### src/rtl/idc_host.sv
// Frame host for the IDC engine: it stores 64 pixels and 15 ops, streams them out,
// then collects up to 16 result beats and reports a checksum and an error code.
module idc_host #(
  parameter int TIMEOUT = 63
) (
  input  logic              clk,
  input  logic              rst,
  input  logic              cfg_we,
  input  logic [6:0]        cfg_addr,
  input  logic signed [6:0] cfg_wdata,
  input  logic              start,
  output logic              busy,
  output logic              idc_in_valid,
  output logic signed [6:0] idc_in_data,
  output logic [3:0]        idc_op,
  input  logic              idc_out_valid,
  input  logic signed [6:0] idc_out_data,
  output logic              res_valid,
  output logic [3:0]        res_idx,
  output logic signed [6:0] res_data,
  output logic              done,
  output logic [1:0]        err,
  output logic signed [10:0] checksum,
  output logic [2:0]        fsm_state
);

  // Handshakes: idc_in_valid is a push-only stream with no backpressure; one item per
  // cycle for 64 cycles. idc_out_valid beats must arrive on consecutive cycles; a gap
  // before the 16th beat ends the frame as a short burst.

  typedef enum logic [2:0] {
    IDLE = 3'd0,
    SEND = 3'd1,
    WAIT = 3'd2,
    RECV = 3'd3,
    DONE = 3'd4
  } state_t;

  localparam logic [15:0] WAIT_LAST = 16'(TIMEOUT - 1);

  state_t            state, state_n;
  logic [5:0]        k, k_n, k_inc;
  logic [15:0]       wait_cnt, wait_cnt_n;
  logic [3:0]        beat, beat_n;
  logic signed [6:0] pix [64];
  logic [3:0]        ops [15];

  logic              busy_n, in_valid_n, res_valid_n, done_n;
  logic signed [6:0] in_data_n, res_data_n;
  logic [3:0]        op_n, res_idx_n;
  logic [1:0]        err_n;
  logic signed [10:0] csum_n;

  assign fsm_state = state;
  assign k_inc     = k + 6'd1;

  // Config storage; op slots 64..78 map directly onto cfg_addr[3:0].
  always_ff @(posedge clk or posedge rst) begin
    if (rst) begin
      for (int i = 0; i < 64; i++) pix[i] <= '0;
      for (int i = 0; i < 15; i++) ops[i] <= '0;
    end else if (state == IDLE && cfg_we) begin
      if (cfg_addr < 7'd64)      pix[cfg_addr[5:0]] <= cfg_wdata;
      else if (cfg_addr < 7'd79) ops[cfg_addr[3:0]] <= cfg_wdata[3:0];
    end
  end

  always_comb begin
    state_n     = state;
    k_n         = k;
    wait_cnt_n  = wait_cnt;
    beat_n      = beat;
    in_valid_n  = 1'b0;
    in_data_n   = '0;
    op_n        = '0;
    res_valid_n = 1'b0;
    res_idx_n   = '0;
    res_data_n  = '0;
    done_n      = 1'b0;
    err_n       = err;
    csum_n      = checksum;
    case (state)
      IDLE: begin
        if (start) begin
          state_n    = SEND;
          k_n        = '0;
          err_n      = '0;
          csum_n     = '0;
          in_valid_n = 1'b1;
          // A write landing in the start cycle must already be visible to item 0.
          in_data_n  = (cfg_we && cfg_addr == 7'd0)  ? cfg_wdata      : pix[0];
          op_n       = (cfg_we && cfg_addr == 7'd64) ? cfg_wdata[3:0] : ops[0];
        end
      end
      SEND: begin
        if (k == 6'd63) begin
          state_n    = WAIT;
          wait_cnt_n = '0;
        end else begin
          k_n        = k_inc;
          in_valid_n = 1'b1;
          in_data_n  = pix[k_inc];
          op_n       = (k_inc < 6'd15) ? ops[k_inc[3:0]] : 4'd0;
        end
      end
      WAIT: begin
        if (idc_out_valid) begin
          state_n     = RECV;
          beat_n      = 4'd1;
          res_valid_n = 1'b1;
          res_idx_n   = 4'd0;
          res_data_n  = idc_out_data;
          csum_n      = checksum + 11'(idc_out_data);
        end else if (wait_cnt == WAIT_LAST) begin
          state_n = DONE;
          done_n  = 1'b1;
          err_n   = 2'd1;
        end else begin
          wait_cnt_n = wait_cnt + 16'd1;
        end
      end
      RECV: begin
        if (idc_out_valid) begin
          res_valid_n = 1'b1;
          res_idx_n   = beat;
          res_data_n  = idc_out_data;
          csum_n      = checksum + 11'(idc_out_data);
          if (beat == 4'd15) begin
            state_n = DONE;
            done_n  = 1'b1;
            err_n   = 2'd0;
          end else begin
            beat_n = beat + 4'd1;
          end
        end else begin
          state_n = DONE;
          done_n  = 1'b1;
          err_n   = 2'd2;
        end
      end
      DONE: state_n = IDLE;
      default: state_n = IDLE;
    endcase
    busy_n = (state_n != IDLE);
  end

  always_ff @(posedge clk or posedge rst) begin
    if (rst) begin
      state        <= IDLE;
      k            <= '0;
      wait_cnt     <= '0;
      beat         <= '0;
      busy         <= 1'b0;
      idc_in_valid <= 1'b0;
      idc_in_data  <= '0;
      idc_op       <= '0;
      res_valid    <= 1'b0;
      res_idx      <= '0;
      res_data     <= '0;
      done         <= 1'b0;
      err          <= '0;
      checksum     <= '0;
    end else begin
      state        <= state_n;
      k            <= k_n;
      wait_cnt     <= wait_cnt_n;
      beat         <= beat_n;
      busy         <= busy_n;
      idc_in_valid <= in_valid_n;
      idc_in_data  <= in_data_n;
      idc_op       <= op_n;
      res_valid    <= res_valid_n;
      res_idx      <= res_idx_n;
      res_data     <= res_data_n;
      done         <= done_n;
      err          <= err_n;
      checksum     <= csum_n;
    end
  end

endmodule

### config.mk
export PLATFORM = sky130hd
export DESIGN_NAME = idc_host
export DESIGN_NICKNAME = d
export VERILOG_FILES = /design/src/rtl/idc_host.sv
export SDC_FILE = /design/constraint.sdc
export NUM_CORES = 1
export LEC_CHECK = 0
export CORE_MARGIN = 4
export CORE_UTILIZATION = 55
export CTS_CLUSTER_SIZE = 16
export DETAILED_ROUTE_END_ITERATION = 8
export PLACE_DENSITY = 0.72
export SLEW_MARGIN = 20
export SYNTH_ARGS = -nofsm -noshare
export SYNTH_HDL_FRONTEND = slang
export SYNTH_SLANG_ARGS = --single-unit
### constraint.sdc
create_clock -name clk -period 25.9 [get_ports clk]
set_clock_uncertainty 0.2 [all_clocks]
set_input_delay 6.475 -clock clk [delete_from_list [all_inputs] [get_ports clk]]
set_output_delay 6.475 -clock clk [all_outputs]
set_load 0.05 [all_outputs]
==> summary.txt, run 1 <==
#FFs+latches synth = 576
Die H = 230 um
Critical path buffers and inverters = 1
Critical Path End Type = register
Via density = 6.13
Total number of H-tree levels = 2
Worst-path clk slew = 0.06 ns
CTS tree = built
Core area = 0.0490 mm2
GRT Overall Usage = 0.238
Ys Warns = 0
WP data arrival = 9.23 ns
Post-synth net total = 1994
Post-synthesis cell area = 0.0272 mm2
I/O pins = 68
Top_reg_cell synth = dfrtp_1
Number of global-route vias before repair = 17306
Critical Setup Path Class = in2reg
# rows = 81
Pwr dens = 82.8 mW/mm2
Post-synth EDFFs = 0
NumNets Final = 2008
DRC Markers = 0
CP peak stage delay = 0.72 ns
CTS root buffer = clkbuf_16
Initial antenna violation count = 1
CP max stage cell = nor2_2
Wirelength per Cell = 23.3 um
Clock latency on the worst-skew pair = 0.62 ns
Pin count of the biggest net entering global routing = 189
Slew Limit Fails = 0
Max-cap violations = 0
Fin crit share = 0.345
P&R area growth vs syn = 11.5%
Total gr overflow = 0
Unrepaired setup endpoints after global routing = false
Synth Instances = 1952
Crit path cell chain = clkdlybuf4s50_1, or3b_2, nor2_2, nand2_1, mux2_2
Post-route ant nets = 0
Setup TNS = 0 ns
Post-synthesis cell type count = 73
Post-CTS Hold Buffers = 0
DRT Pass-1 Iters = 5
Post-CTS Setup Bufs = 0
First-pass GRT wire length = 99.6 mm
Initial Util = 0.556
Leakage = 14.3 nW
Crit path required time = 26.21 ns
Syn_area_per_cell = 13.9 um2
Port-buffer cells = 67
Crit-path max FO = 8
DR iter-0 viols = 1099
Die area = 0.0531 mm2
FMAX = 112 MHz
Worst-margin pin slew = 1.24 ns
Die width = 230 um
Max VDD drop = 0.0713 mV
Outcome = finished clean
Util after Layout = 0.620
Seq/Total Area, Yosys = 0.530
Resized cells post-CTS = 0
Largest delay contributor family on the critical path = simple AND/OR/NAND/NOR gates
Fin. Hold Viols = 0
Post-DP HPWL = 38.8 mm
Async SR Flop Fraction = 1.00
CTS sink cnt = 576
Vias = 16410
CTS buffer count = 59
Slew margin rel. = 0.152
Placer's final routability congestion estimate = 0.851
Detailed Route WL = 62.5 mm
Minimum clock period = 8.92 ns
Final setup vio count = 0
Startpoint types = input pin
Ratio of cells with drive above 1 in the final layout = 0.395
Max clock buf depth = 3
Tightest Hold Check Type = reg2reg
routing by layer:
| layer | up-vias | global-route usage | share of wire |
|---|---|---|---|
| li1 | 7178 | - | - |
| met4 | 0 | 0.0898 | 0.037 |
| met2 | 432 | 0.391 | 0.49 |
| met1 | 8669 | 0.321 | 0.42 |
| met3 | 131 | 0.0424 | 0.054 |
| met5 | - | 0 | 0 |
metrics by stage:
stage / worst slack [ns] / cells / hold slack, ns / instance area, um2 / total power, mW
after global placement: 16.24 / 2569 / 0.262 / 28300 / 1.64
after floorplan: 3.11 / 1952 / 0.252 / 27200 / 1.48
after detailed placement: 16.12 / 2569 / 0.271 / 28300 / 1.65
after global routing: 16.82 / 2678 / 0.302 / 30300 / 2.62
final: 16.98 / 2679 / 0.280 / 30300 / 2.51
after CTS: 16.76 / 2678 / 0.284 / 30300 / 2.53
flip-flops by register name (all words and copies together), names as in the netlist:
signal	cells
idc_in_valid	1
res_idx	4
fsm_state	3
ops	60
busy	1
idc_op	4
res_data	7
res_valid	1
checksum	11
idc_in_data	7
err	2
done	1
pix	448
k	6
beat	4
wait_cnt	16
worst reg2reg max path, delay by kind of cell (launching register included):
kind,cells,cell delay [ns]
compound gates,3,1.46
fa+ha+maj,1,0.90
buf+inv,2,1.09
flops,1,0.81
mux,1,0.47
simple gates,1,0.08
synthesized netlist by cell type, types with 5 or more instances:
| cell | number | area, um2 |
|---|---|---|
| or2_1 | 7 | 43.8 |
| mux2_2 | 495 | 5570 |
| and2_1 | 6 | 37.5 |
| a311oi_1 | 11 | 96.3 |
| mux2_1 | 15 | 169 |
| nand3_1 | 30 | 150 |
| o21ai_1 | 5 | 25.0 |
| o22ai_1 | 10 | 62.6 |
| inv_1 | 10 | 37.5 |
| nor3b_1 | 5 | 37.5 |
| mux4_2 | 124 | 2790 |
| mux2i_1 | 26 | 260 |
| o21ai_0 | 23 | 115 |
| a21o_1 | 10 | 75.1 |
| nor3_1 | 13 | 65.1 |
| buf_1 | 6 | 22.5 |
| dfrtp_1 | 576 | 14400 |
| a2111oi_0 | 6 | 52.6 |
| clkbuf_1 | 88 | 330 |
| nor2_2 | 6 | 37.5 |
| buf_2 | 30 | 150 |
| and3_1 | 29 | 181 |
| nor2_4 | 14 | 158 |
| nand3b_1 | 7 | 52.6 |
| nand2_1 | 194 | 728 |
| o211ai_1 | 7 | 52.6 |
| a21oi_1 | 29 | 145 |
| buf_4 | 13 | 97.6 |
| ha_1 | 15 | 188 |
| xnor2_1 | 20 | 175 |
| nor4b_1 | 5 | 43.8 |
| nor2_1 | 47 | 176 |
cell usage in the layout, fill, tap and decap left out, types with 5 or more instances in the layout:
cell               n
dfrtp_1          575
mux2_2           495
nand2_1          194
mux4_2           124
clkbuf_16         60
clkdlybuf4s50_1   60
nor2_1            47
nand3_1           30
a21oi_1           29
and3_1            29
mux2i_1           26
o21ai_0           23
buf_4             22
xnor2_1           20
mux2_1            15
clkinv_2          15
nor2_4            14
ha_1              14
nor3_1            13
clkbuf_8          13
a311oi_1          11
a21o_1            10
o22ai_1           10
clkbuf_1          10
inv_1              9
nand3b_1           7
or2_1              7
o211ai_1           7
nor2_2             6
and2_1             6
bufinv_16          6
buf_2              6
nor4b_1            5
nor3b_1            5
o21ai_1            5
a2111oi_0          5
cell families (layout without fill, tap and decap cells):
| logic type | Yosys count | after routing | synth area share |
|---|---|---|---|
| mux | 660 | 660 | 0.323 |
| simple gates | 397 | 397 | 0.0732 |
| xor+xnor | 26 | 26 | 0.00989 |
| compound gates | 128 | 128 | 0.0318 |
| buf+inv | 149 | 211 | 0.0243 |
| other cells | 0 | 1 | 0 |
| flops | 576 | 576 | 0.530 |
| fa+ha+maj | 16 | 16 | 0.00763 |
cell type report:
class | instances | area, um2
multi-input combinational | 1227 | 12200
sequential | 576 | 14400
fill | 3641 | 18600
clock inverter | 26 | 308
inverter | 10 | 45.0
clock buffer | 83 | 1720
timing repair buffer | 92 | 858
antenna | 1 | 2.50
tap | 664 | 831
final timing paths:
check                       startpoint              to  slack [ns]  cells after the start
max                        cfg_addr[1]         pix[97]       16.98                      5
min                           pix[240]        pix[240]        0.28                      1
max reg2reg                       k[0]  idc_in_data[4]       20.69                      8
min reg2reg                   pix[240]        pix[240]        0.28                      1
max in group asynchronous          rst         pix[49]       17.17                      4
min in group asynchronous          rst        pix[337]        6.18                      2
power breakdown:
part	internal (mW)	leakage, nW	switching, mW
Combinational	0.234	5.35	0.408
Clock	0.521	1.01	0.356
Sequential	0.943	7.99	0.0489
Total	1.70	14.3	0.814
No activity file was read; power rests on OpenSTA's default activity.
==> inputs of run 2 (changes only) <==
- clock period: 25.9 -> 8.25 ns (I/O delays scaled with it)
==> summary.txt, run 2 (synthesis gave the netlist of run 1 again) <==
Seq pwr share = 0.393 (was 0.395)
Final setup vio count = 0 (unchanged)
Initial Util = 0.556 (unchanged)
Fin crit share = 0.547
Post-CTS Setup Bufs = 0 (unchanged)
Pin count of the biggest net entering global routing = 122 (was 189)
Ratio of cells with drive above 1 in the final layout = 0.395 (about the same)
Minimum clock period = 4.51 ns
Total gr overflow = 0 (unchanged)
P&R area growth vs syn = 11.6% (was 11.5%)
CTS sink cnt = 576 (unchanged)
Worst-path clk slew = 0.06 ns (about the same)
Crit-path max FO = 24 (was 8)
Startpoint types = input pin (unchanged)
Unrepaired setup endpoints after global routing = false (unchanged)
DR iter-0 viols = 1279 (was 1099)
Detailed Route WL = 63.7 mm (was 62.5 mm)
Die H = 230 um (unchanged)
Commonest non-fill, non-tap cell in the layout = dfrtp_1 (unchanged)
M2 GR Usage = 0.392 (was 0.391)
FMAX = 222 MHz
Post-DP HPWL = 39.6 mm (was 38.8 mm)
Post-CTS Hold Buffers = 0 (unchanged)
Outcome = finished clean (unchanged)
DRT Pass-1 Iters = 5 (unchanged)
Layout filler cell count = 3664 (was 3641)
Clock latency on the worst-skew pair = 0.61 ns (was 0.62 ns)
R2R depth = 7 (was 8)
Reg-to-Reg End = idc_in_data[5] (was idc_in_data[4])
Fin. Hold Viols = 0 (unchanged)
Hold worst-path end = pix[241] (was pix[240])
DRC Markers = 0 (unchanged)
Vias = 16530 (was 16410)
First-pass GRT wire length = 102 mm (was 99.6 mm)
Leakage = 14.4 nW (was 14.3 nW)
Met1 Use GR = 0.337 (was 0.321)
Max-cap violations = 0 (unchanged)
Largest delay contributor family on the critical path = compound AO/OA/AOI/OAI gates (was simple AND/OR/NAND/NOR gates)
Util after Layout = 0.620 (about the same)
Clock Power Share = 0.346 (was 0.349)
CTS buffer count = 59 (unchanged)
Worst-margin pin slew = 1.12 ns (was 1.24 ns)
Leading cell types in the layout, fill and taps excluded = dfrtp_1, mux2_2, nand2_1 (unchanged)
Finished Layout Cells = 2678 (was 2679)
Post-route ant nets = 0 (unchanged)
Resized cells post-CTS = 0 (unchanged)
Slew Limit Fails = 0 (unchanged)
Critical Setup Path Class = in2reg (unchanged)
Hold wc startpoint = pix[241] (was pix[240])
Total number of H-tree levels = 2 (unchanged)
Tightest Hold Check Type = reg2reg (unchanged)
Max VDD drop = 0.218 mV (was 0.0713 mV)
Pwr dens = 260 mW/mm2 (was 82.8 mW/mm2)
GR Util met3 = 0.0416 (was 0.0424)
CP max stage cell = clkdlybuf4s50_1 (was nor2_2)
WP data arrival = 4.80 ns (was 9.23 ns)
Core area = 0.0490 mm2 (unchanged)
NumNets Final = 2010 (was 2008)
Comb pwr share = 0.261 (was 0.256)
CTS tree = built (unchanged)
Number of global-route vias before repair = 17364 (was 17306)
Biggest register = pix (unchanged)
Sw Ratio = 0.322 (was 0.324)
Max clock buf depth = 3 (unchanged)
GRT Overall Usage = 0.242 (was 0.238)
Reg2reg setup slack = 3.82 ns (was 20.69 ns)
Crit path cell chain = clkdlybuf4s50_1, nand3b_1, a41o_1, a21boi_0, a21boi_2, mux2_2 (was clkdlybuf4s50_1, or3b_2, nor2_2, nand2_1, mux2_2)
Critical Path End Type = register (unchanged)
Crit path required time = 8.54 ns (was 26.21 ns)
Placer's final routability congestion estimate = 0.815 (was 0.851)
# rows = 81 (unchanged)
I/O pins = 68 (unchanged)
Die area = 0.0531 mm2 (unchanged)
Die width = 230 um (unchanged)
Port-buffer cells = 67 (unchanged)
CP peak stage delay = 0.81 ns (was 0.72 ns)
Placed cells = 2571 (was 2569)
Slew margin rel. = 0.248 (was 0.152)
WHS Path Cells = 1 (unchanged)
NetSw = 2.54 mW (was 0.814 mW)
GRT busiest layer = met2 (unchanged)
Internal Power = 5.34 mW (was 1.70 mW)
Max reg flops = 448 (unchanged)
Via density = 6.17 (was 6.13)
Wirelength per Cell = 23.8 um (was 23.3 um)
Initial antenna violation count = 1 (unchanged)
Critical path buffers and inverters = 1 (unchanged)
Regs by FF count = pix x448, ops x60, wait_cnt x16 (unchanged)
CTS root buffer = clkbuf_16 (unchanged)
Reg2Reg Launch Point = k[0] (unchanged)
==> run 2: changes by cell type in the layout (fill, tap and decap cells not counted), sizes merged <==
cell | before | now
clkbuf | 83 | 90
buf | 32 | 34
inv | 12 | 9
clkinv | 17 | 11
bufinv | 6 | 5
==> run 2: metrics by stage <==
stage	instance area (um2)	hold WS, ns	setup TNS [ns]	power, mW	setup slack (ns)
after CTS	30300	0.281	0	7.95	3.59
final	30400	0.278	0	7.88	3.74
after global routing	30400	0.304	0	8.19	3.47
after global placement	28300	0.263	0	5.17	3.14
after floorplan	27200	0.252	-1071.38	4.63	-1.86
after detailed placement	28300	0.269	0	5.20	3.12
==> run 2: how the worst max path moves through the flow <==
stage / startpoint / endpoint / slack [ns] / depth (start not counted)
CTS: k[0] / idc_in_data[3] / 3.59 / 7
global placement: idc_out_valid / err[0] / 3.14 / 6
floorplan: rst / beat[0] / -1.86 / 1
global route: k[0] / idc_in_data[5] / 3.47 / 7
detailed placement: idc_out_valid / err[0] / 3.12 / 6
finish: idc_out_valid / err[0] / 3.74 / 6
==> run 2: cell type report <==
class | instances | area (um2) | share of cell area
Clock inverter | 16 | 205 | 0.00676
Sequential cell | 576 | 14400 | 0.475
Tap cell | 664 | 831 | 0.0274
Timing Repair Buffer | 94 | 863 | 0.0284
Multi-Input combinational cell | 1227 | 12200 | 0.402
Inverter | 10 | 41.3 | 0.00136
Antenna cell | 1 | 2.50 | 0.0000824
Clock buffer | 90 | 1810 | 0.0595
==> run 2: metal layers <==
layer	wire, um	share of wire
met1	27400	0.43
met2	30700	0.48
met3	3530	0.055
met4	2170	0.034
met5	0	0
==> run 2: power groups by stage <==
| stage | Sequential (mW) | Clock [mW] | Combinational [mW] |
|---|---|---|---|
| 2_1_floorplan | 3.14 | 0 | 1.49 |
| 3_3_place_gp | 3.14 | 0 | 2.04 |
| 3_5_place_dp | 3.14 | 0 | 2.06 |
| 4_1_cts | 3.09 | 2.79 | 2.06 |
| 5_1_grt | 3.12 | 2.91 | 2.17 |
| 6_report | 3.10 | 2.73 | 2.06 |
==> run 2: worst register-to-register path, stage by stage (launching register included) <==
cell and delay (ns):
dfrtp_4 0.63, buf_4 0.65, buf_4 0.83, mux4_2 0.63
nand2_1 0.09, nand2_1 0.06, a2111oi_0 0.92, o211ai_1 0.23
==> inputs of run 3 (changes only) <==
- clock period: 8.25 -> 4.4 ns (I/O delays scaled with it)
==> summary.txt, run 3 (synthesis gave the netlist of run 1 again) <==
CTS root buffer = clkbuf_16 (unchanged)
Commonest non-fill, non-tap cell in the layout = dfrtp_1 (unchanged)
Hold slack = 0.285 ns (was 0.278 ns)
Worst-margin pin slew = 1.01 ns (was 1.12 ns)
Finished Layout Cells = 2711 (was 2678)
Ratio of cells with drive above 1 in the final layout = 0.403 (was 0.395)
Crit path cell chain = inv_1, ha_4, buf_4, mux4_2, nand2_1, a21oi_1, a2111oi_0, buf_4, o211ai_1 (was clkdlybuf4s50_1, nand3b_1, a41o_1, a21boi_0, a21boi_2, mux2_2)
Number of global-route vias before repair = 17585 (was 17364)
Area after DPL = 0.0287 mm2 (was 0.0283 mm2)
Startpoint types = register (was input pin)
I/O pins = 68 (unchanged)
Post-route ant nets = 0 (unchanged)
# rows = 81 (unchanged)
CTS tree = built (unchanged)
Total gr overflow = 0 (unchanged)
Leakage = 14.5 nW (was 14.4 nW)
Tightest Hold Check Type = reg2reg (unchanged)
Worst-path clk slew = 0.06 ns (about the same)
First-pass GRT wire length = 103 mm (was 102 mm)
Die area = 0.0531 mm2 (unchanged)
DRT Pass-1 Iters = 5 (unchanged)
Critical Path End Type = register (unchanged)
Regs by FF count = pix x448, ops x60, wait_cnt x16 (unchanged)
Pwr dens = 488 mW/mm2 (was 260 mW/mm2)
Die H = 230 um (unchanged)
Max VDD drop = 0.436 mV (was 0.218 mV)
Uppermost layer routed = met4 (unchanged)
WP data arrival = 4.17 ns (was 4.80 ns)
Biggest register = pix (unchanged)
Placed cells = 2604 (was 2571)
P&R area growth vs syn = 12.8% (was 11.6%)
CTS sink cnt = 576 (unchanged)
Slew Limit Fails = 0 (unchanged)
Fin crit share = 0.883
Crit-path max FO = 39 (was 24)
Largest delay contributor family on the critical path = compound AO/OA/AOI/OAI gates (unchanged)
CP max stage cell = a2111oi_0 (was clkdlybuf4s50_1)
Met3 routed WL = 3.19 mm (was 3.53 mm)
Via density = 6.18 (was 6.17)
Leading cell types in the layout, fill and taps excluded = dfrtp_1, mux2_2, nand2_1 (unchanged)
DR iter-0 viols = 1039 (was 1279)
Clock latency on the worst-skew pair = 0.61 ns (about the same)
Detailed Route WL = 65.1 mm (was 63.7 mm)
Pin count of the biggest net entering global routing = 120 (was 122)
Util after Layout = 0.627 (was 0.620)
CTS buffer count = 59 (unchanged)
Critical Setup Path Class = reg2reg (was in2reg)
Fin. Hold Viols = 0 (unchanged)
Outcome = finished clean (unchanged)
Minimum clock period = 3.89 ns
Wire length on met1 = 27.8 mm (was 27.4 mm)
NumNets Final = 2043 (was 2010)
Final setup vio count = 0 (unchanged)
Die width = 230 um (unchanged)
Post-CTS Hold Buffers = 0 (unchanged)
Crit path required time = 4.68 ns (was 8.54 ns)
CP peak stage delay = 0.90 ns (was 0.81 ns)
Max-cap violations = 0 (unchanged)
Core area = 0.0490 mm2 (unchanged)
Total number of H-tree levels = 2 (unchanged)
Max reg flops = 448 (unchanged)
Slew margin rel. = 0.306 (was 0.248)
Final cell area excluding filler cells = 0.0307 mm2 (was 0.0304 mm2)
Resized cells post-CTS = 0 (unchanged)
Initial Util = 0.556 (unchanged)
DRC Markers = 0 (unchanged)
Port-buffer cells = 67 (unchanged)
Max clock buf depth = 3 (unchanged)
Post-DP HPWL = 42.9 mm (was 39.6 mm)
Vias = 16751 (was 16530)
Wirelength per Cell = 24.0 um (was 23.8 um)
Critical path buffers and inverters = 3 (was 1)
Initial antenna violation count = 1 (unchanged)
Placer's final routability congestion estimate = 0.865 (was 0.815)
GRT Overall Usage = 0.248 (was 0.242)
FMAX = 257 MHz
Post-CTS Setup Bufs = 0 (unchanged)
Unrepaired setup endpoints after global routing = false (unchanged)
Crit-path most repeated cell = buf_4
Met2 WL = 32.0 mm (was 30.7 mm)
[run 3: cell count changes in the layout (fill, tap and decap cells not counted), sizes merged]
cell and delta:
buf +33, bufinv +1, clkbuf -2, diode +1
[run 3: final cells by class]
class                   instances  area, um2
fillers                      3635      18300
flip-flops and latches        576      14400
multi-input cells            1227      12200
clock buffers                  88       1790
repair buffers                127       1200
well taps                     664        831
clock inverters                17        235
inverters                      10       41.3
diodes                          2       5.00
[run 3: routing by layer]
layer  up-vias  GRT usage
met3       121     0.0354
met1      8901      0.338
li1       7267          -
met4         0     0.0841
met5         -          0
met2       462      0.413
[run 3: final timing paths]
| path | start | to | slack [ns] | cells after the start |
|---|---|---|---|---|
| worst max-delay path | k[0] | idc_in_data[0] | 0.51 | 9 |
| min in group asynchronous | rst | pix[420] | 0.64 | 2 |
| worst min-delay path | pix[226] | pix[226] | 0.28 | 1 |
| max in group asynchronous | rst | pix[292] | 2.28 | 4 |
| worst min register to register | pix[226] | pix[226] | 0.28 | 1 |
| worst max register to register | k[0] | idc_in_data[0] | 0.51 | 9 |
[run 3: stage by stage]
stage	worst slack (ns)	power, mW	TNS (ns)
6_report	0.514	15.0	0
2_1_floorplan	-4.75	8.69	-2734.58
5_1_grt	0.498	15.6	0
3_5_place_dp	0.625	9.90	0
4_1_cts	0.661	15.1	0
3_3_place_gp	0.689	9.85	0
[run 3: report_power, final]
group / internal (mW) / leakage (nW) / switching, mW
Combinational: 1.47 / 5.54 / 2.54
Sequential: 5.55 / 7.99 / 0.231
Clock: 3.13 / 1.01 / 2.04
Total: 10.2 / 14.5 / 4.81
